<file path="config.mk">
export PLATFORM = sky130hd
export DESIGN_NAME = vec_alu_seq
export DESIGN_NICKNAME = d
export VERILOG_FILES = /design/src/rtl/vec_alu_seq_pkg.sv /design/src/rtl/vec_alu_seq.sv
export SDC_FILE = /design/constraint.sdc
export NUM_CORES = 2
export LEC_CHECK = 0
export ABC_CLOCK_PERIOD_IN_PS = 3100
export CAP_MARGIN = 15
export CORE_AREA = 5 5 341 343
export DETAILED_ROUTE_END_ITERATION = 8
export DIE_AREA = 0 0 346 348
export HOLD_SLACK_MARGIN = 0.03
export SLEW_MARGIN = 10
export SYNTH_ARGS = -nofsm -noshare
export SYNTH_HDL_FRONTEND = slang
export SYNTH_SLANG_ARGS = --single-unit
</file>
<file path="constraint.sdc">
create_clock -name clk -period 3.1 [get_ports clk]
set_clock_uncertainty 0.05 [all_clocks]
set_input_delay 0.465 -clock clk [delete_from_list [all_inputs] [get_ports clk]]
set_output_delay 0.465 -clock clk [all_outputs]
set_load 0.05 [all_outputs]
</file>
<file path="src/rtl/vec_alu_seq_pkg.sv">
// Shared definitions for the vector ALU sequencer.
//   XLEN / VLEN : element width and maximum element count
//   OP_*        : opcodes understood by the external 32-bit ALU
//   state_e     : sequencer FSM states
//   req_legal   : true when an accepted request can be executed
package vec_alu_seq_pkg;

  localparam int unsigned XLEN = 32;
  localparam int unsigned VLEN = 8;

  localparam logic [3:0] OP_ADD = 4'd0;
  localparam logic [3:0] OP_SUB = 4'd1;
  localparam logic [3:0] OP_XOR = 4'd2;
  localparam logic [3:0] OP_LSL = 4'd3;
  localparam logic [3:0] OP_LSR = 4'd4;
  localparam logic [3:0] OP_ROR = 4'd5;
  localparam logic [3:0] OP_ROL = 4'd6;

  typedef enum logic [1:0] {
    ST_IDLE,
    ST_RUN,
    ST_DONE
  } state_e;

  // Opcodes above OP_ROL are illegal; length must be 1..VLEN.
  function automatic logic req_legal(input logic [3:0] op, input logic [3:0] len);
    return (op <= OP_ROL) && (len != 4'd0) && (len <= 4'(VLEN));
  endfunction

endpackage

</file>
<file path="src/rtl/vec_alu_seq.sv">
// Vector ALU sequencer: accepts a request of up to 8 packed 32-bit element
// pairs, feeds them one per cycle through an external combinational ALU,
// collects results and per-element zero flags, then presents a response.
// Ports:
//   clk, rst                    clock, synchronous active-high reset
//   req_valid/req_ready         request handshake
//   req_op, req_len             opcode (0..6 legal) and element count (1..8)
//   req_a, req_b                packed operand vectors
//   alu_ctl, alu_a, alu_b       drive to external ALU (zero outside RUN)
//   alu_out, alu_zero           same-cycle ALU result and zero flag
//   rsp_valid/rsp_ready         response handshake
//   rsp_data, rsp_zmask, rsp_err packed results, zero flags, illegal-request flag
module vec_alu_seq
  import vec_alu_seq_pkg::*;
(
  input  logic                 clk,
  input  logic                 rst,
  input  logic                 req_valid,
  output logic                 req_ready,
  input  logic [3:0]           req_op,
  input  logic [3:0]           req_len,
  input  logic [XLEN*VLEN-1:0] req_a,
  input  logic [XLEN*VLEN-1:0] req_b,
  output logic [3:0]           alu_ctl,
  output logic [XLEN-1:0]      alu_a,
  output logic [XLEN-1:0]      alu_b,
  input  logic [XLEN-1:0]      alu_out,
  input  logic                 alu_zero,
  output logic                 rsp_valid,
  input  logic                 rsp_ready,
  output logic [XLEN*VLEN-1:0] rsp_data,
  output logic [VLEN-1:0]      rsp_zmask,
  output logic                 rsp_err
);

  state_e                state_q, state_d;
  logic [2:0]            idx_q, idx_d;
  logic [3:0]            op_q, op_d;
  logic [3:0]            len_q, len_d;
  logic [XLEN*VLEN-1:0]  a_q, a_d;
  logic [XLEN*VLEN-1:0]  b_q, b_d;
  logic [XLEN*VLEN-1:0]  res_q, res_d;
  logic [VLEN-1:0]       zm_q, zm_d;
  logic                  err_q, err_d;

  always_comb begin
    state_d   = state_q;
    idx_d     = idx_q;
    op_d      = op_q;
    len_d     = len_q;
    a_d       = a_q;
    b_d       = b_q;
    res_d     = res_q;
    zm_d      = zm_q;
    err_d     = err_q;
    req_ready = 1'b0;
    rsp_valid = 1'b0;
    alu_ctl   = '0;
    alu_a     = '0;
    alu_b     = '0;

    unique case (state_q)
      ST_IDLE: begin
        req_ready = 1'b1;
        if (req_valid) begin
          op_d  = req_op;
          len_d = req_len;
          a_d   = req_a;
          b_d   = req_b;
          res_d = '0;
          zm_d  = '0;
          idx_d = '0;
          if (req_legal(req_op, req_len)) begin
            err_d   = 1'b0;
            state_d = ST_RUN;
          end else begin
            err_d   = 1'b1;
            state_d = ST_DONE;
          end
        end
      end

      ST_RUN: begin
        alu_ctl = op_q;
        alu_a   = a_q[XLEN*int'(idx_q) +: XLEN];
        alu_b   = b_q[XLEN*int'(idx_q) +: XLEN];
        res_d[XLEN*int'(idx_q) +: XLEN] = alu_out;
        zm_d[idx_q] = alu_zero;
        idx_d = idx_q + 3'd1;
        // len_q is 1..8 here, so len_q-1 fits the 3-bit index range.
        if ({1'b0, idx_q} == (len_q - 4'd1)) begin
          state_d = ST_DONE;
        end
      end

      ST_DONE: begin
        rsp_valid = 1'b1;
        if (rsp_ready) begin
          state_d = ST_IDLE;
        end
      end

      default: state_d = ST_IDLE;
    endcase
  end

  always_ff @(posedge clk) begin
    if (rst) begin
      state_q <= ST_IDLE;
      idx_q   <= '0;
      op_q    <= '0;
      len_q   <= '0;
      a_q     <= '0;
      b_q     <= '0;
      res_q   <= '0;
      zm_q    <= '0;
      err_q   <= 1'b0;
    end else begin
      state_q <= state_d;
      idx_q   <= idx_d;
      op_q    <= op_d;
      len_q   <= len_d;
      a_q     <= a_d;
      b_q     <= b_d;
      res_q   <= res_d;
      zm_q    <= zm_d;
      err_q   <= err_d;
    end
  end

  assign rsp_data  = res_q;
  assign rsp_zmask = zm_q;
  assign rsp_err   = err_q;

endmodule

</file>
# [After elaboration in Yosys (flattened, before gate mapping)]
# Index checks and enable logic that the tools add are counted.
[word_totals] ff_bits=790 latch_bits=0 ram_bits=0 romBits=0 inputBits=557 out_inout_bits=335 word_cells=56 n_memories=0
[op_classes] n_addsub=3 mul=0 div_mod_pow=0 order_cmp=4 n_eq_ne=6 n_shift=4 muxes=21 bitwise_logic=0 n_reduce_logical=9
[ops] op="one-hot mux 256 bit (2 select lines)" n=1
[ops] op="indexed part select 256 x 9 -> 32 bit" n=2
[ops] op="bitwise mux 256 bit" n=1
[ops] op="two-way mux 256 bit" n=1
[ops] op="variable shift 32 x 34 -> 256 bit, first input constant" n=1
[ops] op="indexed part select 32 x 34 -> 256 bit" n=1
[ops] op="two-way mux 32 bit" n=2
[ops] op="negation 8 -> 34 bit" n=1
[ops] op="one-hot mux 8 bit (2 select lines)" n=1
[ops] op="bitwise mux 8 bit" n=1
[ops] op="two-way mux 2 bit" n=4
[ops] op="two-way mux 8 bit" n=1
[ops] op="inequality test 2 bit, second input constant" n=3
[ops] op="one-hot mux 2 bit (3 select lines)" n=1
[ops] op="one-hot mux 3 bit (2 select lines)" n=1
[ops] op="equality test 3 x 4 -> 1 bit" n=1
[ops] op="less-or-equal comparator 4 x 3 -> 1 bit, second input constant" n=1
[ops] op="less-or-equal comparator 4 bit, second input constant" n=1
[ops] op="less-than comparator 3 x 4 -> 1 bit, second input constant" n=1
[ops] op="two-way mux 1 bit" n=4
[ops] op="two-way mux 4 bit" n=1
[ops] op="AND reduction 2 bit" n=2
[ops] op="nonzero test 4 bit" n=1
[ops] op="subtractor 4 x 1 -> 4 bit, second input constant" n=1
[ops] op="other kinds (10)" n=12

# [Logic depth before layout (Yosys ltp)]
[logic_depth] word_depth=6 mapped_depth=12 ltp_nobuf=7

# [Worst setup path after synthesis]
# Ideal clock, no wire load.
[synth_timing] path_kind="register -> output" startpoint="register idx_q[1]" endpoint="output alu_a[8]" t_arrival_ns=2.280 t_required_ns=2.585 slack_ns=0.305 path_stages_with_launch=8 n_path_buf=3 path_cell_list="dfxtp_1 -> buf_2 -> nor2b_1 -> clkbuf_1 -> clkbuf_1 -> o2bb2ai_1 -> nand2_1 -> a31oi_1"
[synth_between] elab_chain_len=2
[synth_lines] element="start, declared" line="vec_alu_seq.sv:37" rtl="logic [2:0] idx_q, idx_d;"
[synth_lines] element="start signal, assigned" line="vec_alu_seq.sv:120" rtl="idx_q <= idx_d;"
[synth_lines] element="indexed part select 256 x 9 -> 32 bit" line="vec_alu_seq.sv:85" rtl="alu_a = a_q[XLEN*int'(idx_q) +: XLEN];"
[synth_lines] element="two-way mux 32 bit" line="vec_alu_seq.sv:62" rtl="unique case (state_q)"
[synth_lines] element="end, declared" line="vec_alu_seq.sv:25" rtl="output logic [XLEN-1:0] alu_a,"
# Every way passes these cells.

# [Worst setup path in the final report]
[layout_timing] startpoint="register idx_q[0]" endpoint="output alu_b[10]"
[layout_between] elab_chain_len=2
[layout_lines] element="indexed part select 256 x 9 -> 32 bit" line="vec_alu_seq.sv:86" rtl="alu_b = b_q[XLEN*int'(idx_q) +: XLEN];"
[layout_lines] element="two-way mux 32 bit" line="vec_alu_seq.sv:62"
[layout_lines] element="end, declared" line="vec_alu_seq.sv:26" rtl="output logic [XLEN-1:0] alu_b,"
# Every way passes these cells.

==> results.py <==
metrics = {
    "worst_setup_path": {
        "worst_path_dominant_cell_family": "compound AO/OA/AOI/OAI gates",
        "endpoint_kind": "primary output",
        "path_buf_inv": 2,
        "cp_max_fo": 6,
        "cp.required_ns": 2.58,
        "critPathKind": "reg -> out",
        "r2r-end": "rsp_data[106]",
        "rrSetupSlack_ns": 0.10,
        "path_cells": "mux2_4 > a221o_1 > a222oi_1 > buf_4 > nor2_4 > buf_12",
        "crit_slowest_cell": "a222oi_1",
        "max_stage_delay_ns": 0.85,
        "worst-path-stages": 6,
        "r2r_cells": 9,
        "start_kind": "flip-flop",
        "r2r-start": "idx_q[0]",
        "arrival_ns": 3.05,
    },
    "timing": {
        "worst_slew_margin_rel_pct": 16.5,
        "fin_ws_ns": -0.467,
        "grt_setup_unrepaired": "yes",
        "fin_crit_sh_pct": 115,
        "hold_viol_final": 0,
        "tightest_slew_ns": 1.25,
        "drv_slew": 0,
        "max_freq_mhz": 280,
        "setup_viol": 40,
        "min_period_ns": 3.57,
    },
    "drt": {
        "antenna_left": 0,
        "drtPass1Iterations": 6,
        "drtIter0Drc": 2768,
        "drt-total-wl_um": 155000,
        "via_per_inst": 5.08,
        "drc_errors": 0,
        "num_vias": 31700,
        "wl_per_cell_um": 24.8,
    },
    "job": {
        "drv_cap": 0,
    },
    "die": {
        "pin_count": 892,
        "num_rows": 124,
        "initial_utilization_pct": 27.8,
        "dieWidth_um": 346,
        "dieArea_um2": 120000,
        "die_height_um": 348,
        "core_area_um2": 113000,
    },
    "grt": {
        "track_usage_pct": 23.7,
        "grt_pass1_vias": 30200,
        "grt_use_met1_pct": 29.6,
        "grt_overflow_total": 0,
        "grt_max_degree": 189,
        "grt_pass1_wl_um": 214000,
        "grt_util_met3_pct": 6.63,
        "met2_usage_pct": 38.9,
        "grt_antenna_before_repair": 56,
        "grt.busiest_layer": "met2",
    },
    "finish": {
        "layout_commonest_cell": "nand2_1",
        "fin_nets": 5204,
        "fin_util_pct": 42.8,
        "layout_common_cells": "nand2_1 (1152), clkdlybuf4s50_1 (821), dfxtp_1 (786)",
        "design_area_um2": 48500,
        "drive_gt1_share_pct": 15.3,
        "stdcell_count": 6253,
        "area_growth_syn_to_layout_pct": 54.0,
    },
    "logic_synthesis": {
        "syn_nets": 4380,
        "synth_edf_count": 0,
        "ys_seq_area_share_pct": 50.2,
        "synth_top_area_share_pct": 50.2,
        "netlist_area_um2": 31500,
        "syn_avg_cell_area_um2": 8.26,
        "yosys_warnings": 0,
        "yosysTopAreaCell": "dfxtp_1",
        "synthTopCellsByArea": "dfxtp_1 (50%), nand2_1 (14%), a21oi_1 (10%)",
        "synth_seq_cells": 790,
        "synth_cell_types": 58,
        "async_flop_share_pct": 0,
        "synth_ff_type": "dfxtp_1",
        "syn_inst": 3815,
    },
    "clocking": {
        "clock_latency_ns": 0.67,
        "htree_levels": 3,
        "cts_buffers": 90,
        "cts_tree": "built",
        "cts_sinks": 790,
        "cts_buffer_depth": 3,
        "path_clk_slew_ns": 0.06,
        "postCtsHoldBufs": 0,
        "clockRootBuffer": "clkbuf_16",
    },
    "placement": {
        "gp_congestion": 0.846,
        "placed_area_um2": 42600,
        "placed_cells": 5956,
        "io_buffer_count": 891,
        "dp_hpwl_um": 105000,
    },
    "min_path": {
        "min_delay_path_depth": 2,
        "hp-class": "in -> reg",
        "hold_start": "rst",
        "min_to": "a_q[60]",
    },
    "pwr": {
        "leakagePower_nw": 17.1,
        "vdd_drop_max_uv": 452,
        "pwr_density_cell_nw_per_um2": 523,
        "power.total_mw": 25.4,
    },
    "status": {
        "status": "finished with violations",
        "violations": "negative setup slack",
    },
}
-- flip-flops by register name (all words and copies together), names as in the netlist --
name       flops
rsp_zmask      8
op_q           4
rsp_data     256
len_q          4
a_q          256
b_q          256
idx_q          3
rsp_err        1
state_q        2
-- layer usage --
| metal | up-vias | wire, µm |
|---|---|---|
| li1 | 14800 | - |
| met1 | 15400 | 63200 |
| met2 | 1255 | 73100 |
| met3 | 272 | 12600 |
| met4 | 38 | 5610 |
| met5 | - | 249 |
-- cell type report --
type | instances | area (µm²)
inverters | 7 | 28.8
diodes | 27 | 67.6
fillers | 11100 | 64700
clock buffers | 119 | 2530
well taps | 1512 | 1890
multi-input cells | 2653 | 15300
flip-flops and latches | 790 | 15800
repair buffers | 1097 | 12300
clock inverters | 48 | 569
-- worst max-delay path by stage --
stage / from / end
2_1_floorplan: idx_q[1] / alu_a[8]
3_3_place_gp: idx_q[0] / alu_b[10]
3_5_place_dp: idx_q[0] / alu_b[10]
4_1_cts: idx_q[0] / alu_b[10]
5_1_grt: idx_q[0] / alu_a[23]
6_report: idx_q[0] / alu_b[10]
-- where the power goes --
| part | total (mW) | switching (mW) | internal [mW] |
|---|---|---|---|
| registers | 10.9 | 0.311 | 10.6 |
| clock network | 11.2 | 4.69 | 6.49 |
| logic | 3.28 | 1.81 | 1.46 |
-- cells in the mapped netlist (14+ instances only) --
master,number
a21oi_1,656
a221o_1,24
a221oi_1,22
a222oi_1,14
a22o_1,66
a22oi_1,172
a31o_2,14
buf_2,164
buf_4,20
clkbuf_1,152
clkbuf_4,20
dfxtp_1,790
mux2_2,67
mux2i_1,64
nand2_1,1154
nand3_1,89
nor2_1,155
o22ai_1,19
o2bb2ai_1,14
-- cells by family after synthesis --
kind of cell             share of synthesized area, %
AND/OR/NAND/NOR                                  18.1
AO/OA/AOI/OAI                                    20.4
flip-flops                                       50.2
buffers and inverters                            5.64
multiplexers                                     5.07
adder cells (fa/ha/maj)                         0.318
XOR/XNOR                                        0.210
-- repair_timing --
| action | in CTS | in global routing |
|---|---|---|
| gates cloned | 12 | 7 |
| pin swaps | 50 | 86 |
| setup buffers | 55 | 31 |
| setup endpoints to repair | 62 | 77 |
| gates resized for setup | 197 | 145 |
-- metrics by stage --
stage / setup WS, ns / hold WS [ns] / TNS (ns)
after floorplan: 0.305 / 0.382 / 0
final: -0.467 / 0.122 / -5.55
after detailed placement: 0.0256 / 0.393 / 0
after global routing: -0.406 / 0.102 / -9.90
after CTS: -0.449 / 0.0656 / -8.61
after global placement: 0.0257 / 0.388 / 0
Note: power is estimated with default switching activity, not from simulation.
